## config.mk

```make
export PLATFORM = sky130hd
export DESIGN_NAME = plate_frame_ctrl_flat
export DESIGN_NICKNAME = d
export VERILOG_FILES = /design/src/rtl/plate_pkg.sv /design/src/rtl/plate_frame_ctrl_if.sv /design/src/rtl/byte_timeout_timer.sv /design/src/rtl/plate_frame_ctrl.sv /design/src/flat_wrapper.sv
export SDC_FILE = /design/constraint.sdc
export NUM_CORES = 1
export LEC_CHECK = 0
export ABC_AREA = 1
export CORE_MARGIN = 3
export CORE_UTILIZATION = 32
export DETAILED_ROUTE_END_ITERATION = 8
export MAX_ROUTING_LAYER = met4
export PLACE_DENSITY = 0.54
export SETUP_SLACK_MARGIN = 0.15
export SKIP_LAST_GASP = 1
export SYNTH_ARGS = -nofsm -noshare
export SYNTH_HDL_FRONTEND = slang
export SYNTH_SLANG_ARGS = --single-unit
```

## constraint.sdc

```tcl
create_clock -name clk -period 3.2 [get_ports clk]
set_clock_uncertainty 0.1 [all_clocks]
set_input_delay 0.64 -clock clk [delete_from_list [all_inputs] [get_ports clk]]
set_output_delay 0.64 -clock clk [all_outputs]
set_load 0.02 [all_outputs]
```

## src/rtl/plate_pkg.sv

```systemverilog
// Shared types and constants for the licence-plate frame controller.
package plate_pkg;

  localparam logic [7:0]  HEAD_BYTE_DEFAULT = 8'hAA;
  localparam logic [7:0]  TAIL_BYTE_DEFAULT = 8'h55;
  localparam int unsigned PLATE_BYTES       = 7;
  localparam int unsigned PLATE_W           = 8 * PLATE_BYTES;

  typedef enum logic [1:0] {
    StIdle,
    StPayload,
    StCheck,
    StTail
  } state_e;

  typedef enum logic [1:0] {
    ERR_NONE    = 2'd0,
    ERR_TIMEOUT = 2'd1,
    ERR_CSUM    = 2'd2,
    ERR_TAIL    = 2'd3
  } err_code_e;

endpackage

```

## src/rtl/plate_frame_ctrl_if.sv

```systemverilog
// Byte-stream input and plate-word output bundle for plate_frame_ctrl.
// The master side is the UART receiver plus the plate consumer; the slave side is the controller.
interface plate_frame_ctrl_if;
  logic        rx_done;
  logic [7:0]  data_byte;
  logic        plate_ack;
  logic [55:0] plate_data;
  logic        plate_valid;
  logic        overrun;
  logic        err_pulse;
  logic [1:0]  err_code;
  logic        busy;
  logic [7:0]  good_cnt;

  modport master (
    output rx_done, data_byte, plate_ack,
    input  plate_data, plate_valid, overrun, err_pulse, err_code, busy, good_cnt
  );

  modport slave (
    input  rx_done, data_byte, plate_ack,
    output plate_data, plate_valid, overrun, err_pulse, err_code, busy, good_cnt
  );
endinterface

```

## src/rtl/byte_timeout_timer.sv

```systemverilog
// Inter-byte watchdog: counts idle cycles while a frame is open and flags the terminal cycle.
module byte_timeout_timer #(
  parameter int unsigned TIMEOUT_CYC = 50000
) (
  input  logic clk,
  input  logic rst_n,
  input  logic run,
  input  logic kick,
  output logic expired
);

  localparam int unsigned CntW = (TIMEOUT_CYC > 1) ? $clog2(TIMEOUT_CYC) : 1;
  localparam logic [CntW-1:0] Terminal = CntW'(TIMEOUT_CYC - 1);

  logic [CntW-1:0] cnt_q;

  // Clear on every accepted byte or when no frame is open; hold at terminal count.
  always_ff @(posedge clk or negedge rst_n) begin
    if (!rst_n) begin
      cnt_q <= '0;
    end else if (!run || kick) begin
      cnt_q <= '0;
    end else if (cnt_q != Terminal) begin
      cnt_q <= cnt_q + 1'b1;
    end
  end

  // A byte arriving on the terminal cycle wins over the timeout.
  assign expired = run && !kick && (cnt_q == Terminal);

endmodule

```

## src/rtl/plate_frame_ctrl.sv

```systemverilog
// Frames the UART byte stream into checksummed 7-byte plate words with a valid/ack handshake.
module plate_frame_ctrl
  import plate_pkg::*;
#(
  parameter logic [7:0]  HEAD_BYTE   = HEAD_BYTE_DEFAULT,
  parameter logic [7:0]  TAIL_BYTE   = TAIL_BYTE_DEFAULT,
  parameter int unsigned TIMEOUT_CYC = 50000
) (
  input logic               clk,
  input logic               rst_n,
  plate_frame_ctrl_if.slave bus
);

  state_e               state_q;
  logic [2:0]           idx_q;
  logic [7:0]           csum_q;
  logic [PLATE_W-1:0]   shadow_q;
  logic [PLATE_W-1:0]   plate_data_q;
  logic                 plate_valid_q;
  logic                 overrun_q;
  logic                 err_pulse_q;
  err_code_e            err_code_q;
  logic                 busy_q;
  logic [7:0]           good_cnt_q;
  logic                 expired;
  logic                 timer_run;

  assign timer_run = (state_q != StIdle);

  byte_timeout_timer #(
    .TIMEOUT_CYC (TIMEOUT_CYC)
  ) u_timer (
    .clk     (clk),
    .rst_n   (rst_n),
    .run     (timer_run),
    .kick    (bus.rx_done),
    .expired (expired)
  );

  // Frame FSM, checksum, shadow capture and consumer handshake with registered outputs.
  always_ff @(posedge clk or negedge rst_n) begin
    if (!rst_n) begin
      state_q       <= StIdle;
      idx_q         <= '0;
      csum_q        <= '0;
      shadow_q      <= '0;
      plate_data_q  <= '0;
      plate_valid_q <= 1'b0;
      overrun_q     <= 1'b0;
      err_pulse_q   <= 1'b0;
      err_code_q    <= ERR_NONE;
      busy_q        <= 1'b0;
      good_cnt_q    <= '0;
    end else begin
      err_pulse_q <= 1'b0;

      // Ack only matters while data is pending; a completing frame below may re-set valid.
      if (bus.plate_ack && plate_valid_q) begin
        plate_valid_q <= 1'b0;
        overrun_q     <= 1'b0;
      end

      if (expired) begin
        state_q     <= StIdle;
        busy_q      <= 1'b0;
        err_pulse_q <= 1'b1;
        err_code_q  <= ERR_TIMEOUT;
      end else if (bus.rx_done) begin
        unique case (state_q)
          StIdle: begin
            if (bus.data_byte == HEAD_BYTE) begin
              state_q <= StPayload;
              busy_q  <= 1'b1;
              idx_q   <= '0;
              csum_q  <= '0;
            end
          end
          StPayload: begin
            // Header value is plain data here; no resync mid-frame.
            shadow_q <= {shadow_q[PLATE_W-9:0], bus.data_byte};
            csum_q   <= csum_q ^ bus.data_byte;
            if (idx_q == 3'(PLATE_BYTES - 1)) begin
              state_q <= StCheck;
            end else begin
              idx_q <= idx_q + 3'd1;
            end
          end
          StCheck: begin
            if (bus.data_byte == csum_q) begin
              state_q <= StTail;
            end else begin
              state_q     <= StIdle;
              busy_q      <= 1'b0;
              err_pulse_q <= 1'b1;
              err_code_q  <= ERR_CSUM;
            end
          end
          StTail: begin
            state_q <= StIdle;
            busy_q  <= 1'b0;
            if (bus.data_byte == TAIL_BYTE) begin
              plate_data_q  <= shadow_q;
              plate_valid_q <= 1'b1;
              good_cnt_q    <= good_cnt_q + 8'd1;
              // Overwriting unconsumed data, unless the consumer acks in this same cycle.
              if (plate_valid_q && !bus.plate_ack) begin
                overrun_q <= 1'b1;
              end
            end else begin
              err_pulse_q <= 1'b1;
              err_code_q  <= ERR_TAIL;
            end
          end
          default: begin
            state_q <= StIdle;
            busy_q  <= 1'b0;
          end
        endcase
      end
    end
  end

  assign bus.plate_data  = plate_data_q;
  assign bus.plate_valid = plate_valid_q;
  assign bus.overrun     = overrun_q;
  assign bus.err_pulse   = err_pulse_q;
  assign bus.err_code    = err_code_q;
  assign bus.busy        = busy_q;
  assign bus.good_cnt    = good_cnt_q;

endmodule

```

## src/flat_wrapper.sv

```systemverilog
// flat-port wrapper written by rule: the top's interface ports become plain ports
module plate_frame_ctrl_flat import plate_pkg::*;
#(
  parameter logic [7:0]  HEAD_BYTE   = HEAD_BYTE_DEFAULT,
  parameter logic [7:0]  TAIL_BYTE   = TAIL_BYTE_DEFAULT,
  parameter int unsigned TIMEOUT_CYC = 50000
)
  (clk, rst_n, bus_rx_done, bus_data_byte, bus_plate_ack, bus_plate_data, bus_plate_valid, bus_overrun, bus_err_pulse, bus_err_code, bus_busy, bus_good_cnt);
  plate_frame_ctrl_if bus_i ();
  input logic clk;
  input logic rst_n;
  input wire logic [$bits(bus_i.rx_done)-1:0] bus_rx_done;
  input wire logic [$bits(bus_i.data_byte)-1:0] bus_data_byte;
  input wire logic [$bits(bus_i.plate_ack)-1:0] bus_plate_ack;
  output wire logic [$bits(bus_i.plate_data)-1:0] bus_plate_data;
  output wire logic [$bits(bus_i.plate_valid)-1:0] bus_plate_valid;
  output wire logic [$bits(bus_i.overrun)-1:0] bus_overrun;
  output wire logic [$bits(bus_i.err_pulse)-1:0] bus_err_pulse;
  output wire logic [$bits(bus_i.err_code)-1:0] bus_err_code;
  output wire logic [$bits(bus_i.busy)-1:0] bus_busy;
  output wire logic [$bits(bus_i.good_cnt)-1:0] bus_good_cnt;
  assign bus_i.rx_done = bus_rx_done;
  assign bus_i.data_byte = bus_data_byte;
  assign bus_i.plate_ack = bus_plate_ack;
  assign bus_plate_data = bus_i.plate_data;
  assign bus_plate_valid = bus_i.plate_valid;
  assign bus_overrun = bus_i.overrun;
  assign bus_err_pulse = bus_i.err_pulse;
  assign bus_err_code = bus_i.err_code;
  assign bus_busy = bus_i.busy;
  assign bus_good_cnt = bus_i.good_cnt;
  plate_frame_ctrl #(.HEAD_BYTE(HEAD_BYTE), .TAIL_BYTE(TAIL_BYTE), .TIMEOUT_CYC(TIMEOUT_CYC)) u_core (.clk(clk), .rst_n(rst_n), .bus(bus_i));
endmodule
```

==> results_dict.tcl, run 1 <==
set metrics [dict create \
    cap_viol_max_count 0 \
    netlist.area_leader.share 0.592 \
    cp.required_ns 2.46 \
    ir_drop_v 0.000375 \
    hold_class "in2async" \
    clockBufferDepth 2 \
    avgSynthCellArea_um2 8.83 \
    ys_types 30 \
    cts_tree "yes" \
    filler_cell_count 2034 \
    final.setup.tns_ns 0 \
    cts.sinks 155 \
    synth.ff_latch_count 155 \
    drt_iter0_drc 306 \
    start_util 0.331 \
    route.vias.total 4904 \
    grtUsageTotal 0.143 \
    path_buf_inv 1 \
    layout_min_cycle_time_ns 2.24 \
    cts_resized 0 \
    die_y_um 149 \
    ys_seq_area_frac 0.592 \
    cts_buffers 17 \
    placed_cell_area_mm2 0.00768 \
    stdcell_count 1101 \
    num_rows 51 \
    crit_path_max_fanout 5 \
    firstDrtPassIters 4 \
    fin_ws_ns 0.963 \
    diodes 0 \
    grt_pass1_wl_um 24700 \
    synth_nets 758 \
    io_buffer_count 81 \
    fp.dieW_um 149 \
    fin_util 0.419 \
    outcome "finished clean" \
    die-area_mm2 0.0222 \
    gr-total-overflow 0 \
    final_nets 840 \
    post_cts_buffers 0 \
    finalSetupViolCount 0 \
    fin_hold_ws_ns 0.139 \
    area_growth_pct 26.3 \
    grt_start_max_net_pins 75 \
    drc_errors 0 \
    crit_slowest_cell "clkdlybuf4s50_1" \
    cts_max_level 4 \
    dp_cells 1070 \
    worstMarginPinSlew_ns 0.703 \
    fin_crit_sh 0.699 \
    crit_arrival_ns 1.50 \
    wl_um 14400 \
    critPathMaxStageDelay_ns 0.64 \
    power_density_mw_per_mm2 679 \
    cp-start-kind "register" \
    slew_viol_final 0 \
    vias_per_cell 4.45 \
    ys_top_cells_by_area "dfrtp_1 (59%), nand2_1 (12%), o21ai_0 (9.2%)" \
    crit_type "reg2out" \
    r2r_start "u_core.u_timer.cnt_q[0]" \
    hold_buffers 0 \
    num_io_pins 82 \
    crit_chain "clkdlybuf4s50_1" \
    detail_route.wl_per_cell_um 13.1 \
    rsz0062_at_grt "no" \
    hold_violations 0 \
    syn_area_mm2 0.00655 \
    dp.final_hpwl_um 10300 \
    layout-drive-gt1-share 0.0789 \
    grt_pass1_vias 4776 \
    cts_root_buf "clkbuf_16" \
    crit_start "u_core.bus.good_cnt[2]" \
    antenna_found_initial 0 \
    yosys_warnings 0 \
    place.gp.congestion 0.835 \
    leakage_nw 3.83 \
    clock_latency_ns 0.42 \
    slew_headroom 0.531 \
    power_mw 5.62 \
    path_clk_slew_ns 0.06 \
    synth_top_area_cell "dfrtp_1" \
    netlist_instances 742 \
    cpLargestDelayFamily "buffers and inverters" \
    antenna_left 0 \
    core_area_mm2 0.0198 \
    fmax_mhz 447 \
    dpl_worst_slack_ns 0.674 \
    end_kind "output pin" \
    stdcell_area_mm2 0.00828 \
]
==> path summary, 6_finish.rpt <==
path | slack, ns | cells past startpoint | end
min in group clk | 0.36 | 2 | u_core.bus.plate_data[52]
max | 0.96 | 1 | bus_good_cnt[2]
max reg2reg | 1.41 | 10 | u_core.bus.busy
min reg2reg | 0.36 | 2 | u_core.bus.plate_data[52]
max in group asynchronous | 2.10 | 2 | u_core.bus.plate_data[4]
min | 0.14 | 1 | u_core.bus.plate_data[34]
==> layer usage <==
layer / GRT usage / part of all wire
met5: - / 0
met4: 0.0384 / 0.010
met3: 0.0349 / 0.044
met2: 0.221 / 0.47
met1: 0.190 / 0.48
==> final cells by class <==
type	count	area, um2	share of cell area
Clock inverter	13	171	0.0207
Timing Repair Buffer	91	912	0.110
Clock buffer	18	429	0.0518
Sequential cell	155	3880	0.468
Multi-Input combinational cell	461	2190	0.264
Tap cell	265	332	0.0400
Inverter	98	368	0.0444
==> sequential cells by signal (all words and copies together) (netlist names), 2 cells and up, named ones only <==
name	cells
u_core.shadow_q	56
u_core.state_q	2
u_core.csum_q	8
u_core.u_timer.cnt_q	16
u_core.bus.good_cnt	8
u_core.bus.err_code	2
u_core.bus.plate_data	56
u_core.idx_q	3
==> report_power, final <==
part / switching [mW] / leakage (nW) / internal, mW
clock: 0.816 / 0.287 / 1.23
combinational: 0.698 / 1.46 / 0.361
sequential: 0.198 / 2.09 / 2.32
==> cells in the mapped netlist <==
master and instances:
nand2_1 210, nor3_1 5, o31ai_1 1, nand4_1 10, nor3_4 1, clkbuf_1 17
buf_4 1, dfrtp_1 155, o21ai_1 5, ha_1 4, buf_2 8, buf_6 2
a21oi_1 8, inv_2 6, a2bb2oi_1 1, nor2_4 1, nand3_1 30, xor2_1 12
nor4_1 1, nor2_1 33, o21ai_0 121, inv_1 91, xnor2_1 2, nor2_2 7
nand3_2 3, nand2_2 1, nand3_4 1, clkinv_1 1, nor3_2 2, or2_2 2
==> placed cells by master, fill, tap and decap left out, types with 2 or more instances in the layout <==
cell,count
o21ai_1,5
or2_2,2
nand3_4,2
dfrtp_1,155
buf_4,8
nor3_2,2
xor2_1,12
inv_2,6
buf_12,2
clkbuf_16,17
clkinv_4,6
ha_1,4
nor2_2,7
inv_1,91
nand4_1,10
a21oi_1,8
nand2_1,209
nor3_1,5
clkinvlp_4,2
xnor2_1,2
nor2_1,33
bufinv_16,3
nand3_1,30
nand3_2,2
clkdlybuf4s50_1,80
o21ai_0,121
==> cells by family (layout without fill, tap and decap cells) <==
kind of cell | Yosys count | after routing | synth area share
DFF | 155 | 155 | 0.592
and+or+nand+nor | 307 | 307 | 0.200
xor gates and xnor gates | 14 | 14 | 0.0187
buffers and inverters | 126 | 220 | 0.0766
adders and majority gates | 4 | 4 | 0.00764
AOI/OAI and AO/OA | 136 | 136 | 0.105
Power figures use the tool's default switching activity.
==> inputs of run 2 (changes only) <==
--- a/config.mk
+++ b/config.mk
@@ -10,7 +10,7 @@
 export CORE_UTILIZATION = 32
 export DETAILED_ROUTE_END_ITERATION = 8
 export MAX_ROUTING_LAYER = met4
-export PLACE_DENSITY = 0.54
+export PLACE_DENSITY = 0.56
 export SETUP_SLACK_MARGIN = 0.15
 export SKIP_LAST_GASP = 1
 export SYNTH_ARGS = -nofsm -noshare
==> constraint.sdc (replaced) <==
create_clock -name clk -period 1.99 [get_ports clk]
set_clock_uncertainty 0.1 [all_clocks]
set_input_delay 0.398 -clock clk [delete_from_list [all_inputs] [get_ports clk]]
set_output_delay 0.398 -clock clk [all_outputs]
set_load 0.02 [all_outputs]
==> results_dict.tcl, run 2 (synthesized netlist as in run 1, its figures left out) <==
set metrics [dict create \
    ir_drop_v 0.000659 \
    crit_chain "dlygate4sd2_1" \
    filler_cell_count 1959 \
    cap_viol_max_count 0 \
    final_common_cell "nand2_1" \
    io_buffer_count 81 \
    slew_viol_final 0 \
    power_density_mw_per_mm2 1070 \
    rsz0062_at_grt "no" \
    vias_per_cell 4.39 \
    leakage_nw 4.35 \
    gr-total-overflow 0 \
    worstHoldStart "u_core.bus.good_cnt[7]" \
    critPathMaxStageDelay_ns 0.43 \
    fp.dieW_um 149 \
    cp.required_ns 1.49 \
    crit_path_max_fanout 6 \
    layout_common_cells "nand2_1 (206), dfrtp_1 (155), o21ai_0 (121)" \
    r2r_slack_ns 0.31 \
    end_kind "output pin" \
    dp_cells 1104 \
    worstMarginPinSlew_ns 0.479 \
    layout_min_cycle_time_ns 1.71 \
    die-area_mm2 0.0222 \
    cts_max_level 4 \
    cts_tree "yes" \
    firstDrtPassIters 4 \
    slew_headroom 0.680 \
    fmax_mhz 584 \
    crit_slowest_cell "dfrtp_1" \
    final_nets 876 \
    cpLargestDelayFamily "flip-flops" \
    area_growth_pct 30.1 \
    fin_crit_sh 0.861 \
    clock_latency_ns 0.43 \
    die_y_um 149 \
    r2r_cells 10 \
    grt_pass1_vias 4953 \
    drt_iter0_drc 307 \
    detail_route.wl_per_cell_um 12.8 \
    hold_class "reg2reg" \
    hold_violations 0 \
    antenna_found_initial 0 \
    num_rows 51 \
    stdcell_count 1138 \
    hold_end "u_core.bus.good_cnt[7]" \
    diodes 0 \
    path_depth 1 \
    route.vias.total 4995 \
    num_io_pins 82 \
    crit_type "reg2out" \
    antenna_left 0 \
    fin_hold_ws_ns 0.365 \
    grtUsageTotal 0.144 \
    cts_root_buf "clkbuf_16" \
    cts.sinks 155 \
    crit_arrival_ns 1.22 \
    finalSetupViolCount 0 \
    path_clk_slew_ns 0.07 \
    hold_path_depth 1 \
    place.gp.congestion 0.815 \
    start_util 0.331 \
    r2r_start "u_core.u_timer.cnt_q[0]" \
    cp-start-kind "register" \
    wl_um 14600 \
    r2r-end "u_core.bus.busy" \
    drc_errors 0 \
    cts_buffers 17 \
    core_area_mm2 0.0198 \
    clockBufferDepth 2 \
    path_buf_inv 1 \
    dp.final_hpwl_um 10400 \
    layout-drive-gt1-share 0.125 \
    outcome "finished clean" \
    grt_pass1_wl_um 25000 \
    grt_start_max_net_pins 86 \
]
-- run 2: cell count changes in the layout (fill, tap and decap cells not counted), sizes merged --
cell           previous run  this run
buf                      11        46
clkdlybuf4s50            80        10
inv                      98       104
dlygate4sd3               0         1
clkinv                    8         5
dlygate4sd2               0        70
bufinv                    3         1
-- run 2: per-layer routing --
| metal | track usage | vias up | share of wire |
|---|---|---|---|
| met3 | 0.0292 | 11 | 0.032 |
| met1 | 0.189 | 2326 | 0.48 |
| met4 | 0.0449 | 0 | 0.0097 |
| met5 | - | - | 0 |
| li1 | - | 2585 | - |
| met2 | 0.227 | 73 | 0.48 |
-- run 2: worst max path at each step --
stage                                        from                       end  slack (ns)
after CTS                 u_core.u_timer.cnt_q[0]    u_core.bus.err_code[0]        0.15
final                      u_core.bus.good_cnt[3]           bus_good_cnt[3]        0.28
after global placement           bus_data_byte[6]           u_core.idx_q[1]       -0.15
after floorplan           u_core.u_timer.cnt_q[0]           u_core.bus.busy        0.41
after detailed placement         bus_data_byte[6]           u_core.idx_q[1]       -0.16
after global routing      u_core.u_timer.cnt_q[3]  u_core.u_timer.cnt_q[15]        0.14
-- run 2: per-stage QoR --
step           total power, mW   util  worst slack, ns  setup TNS [ns]  instance area, um2
2_1_floorplan             5.22      -            0.409               0                6550
3_3_place_gp              5.95  0.403           -0.149           -5.63                7970
3_5_place_dp              6.00  0.403           -0.155           -6.82                7970
4_1_cts                   9.25  0.429            0.151               0                8490
5_1_grt                   9.76  0.431            0.143               0                8530
6_report                  9.14  0.431            0.277               0                8530
-- run 2: power by group --
part	internal (mW)	switching, mW
Clock	1.81	1.43
Combinational	0.681	1.17
Sequential	3.72	0.323
-- run 2: timing repair --
action,4_1_cts,5_1_grt
hold endpoints to repair,45,0
buffers inserted,0,1
setup endpoints to repair,70,18
gates resized for setup,70,9
hold buffers,1,0
pin swaps,0,2
-- run 2: final cells by class --
type                    count  area (um2)  area share
clock buffers              18         439      0.0515
clock inverters            14         156      0.0183
inverters                  98         368      0.0431
multi-input cells         461        2220       0.260
flip-flops and latches    155        3880       0.455
well taps                 265         332      0.0389
repair buffers            127        1130       0.133
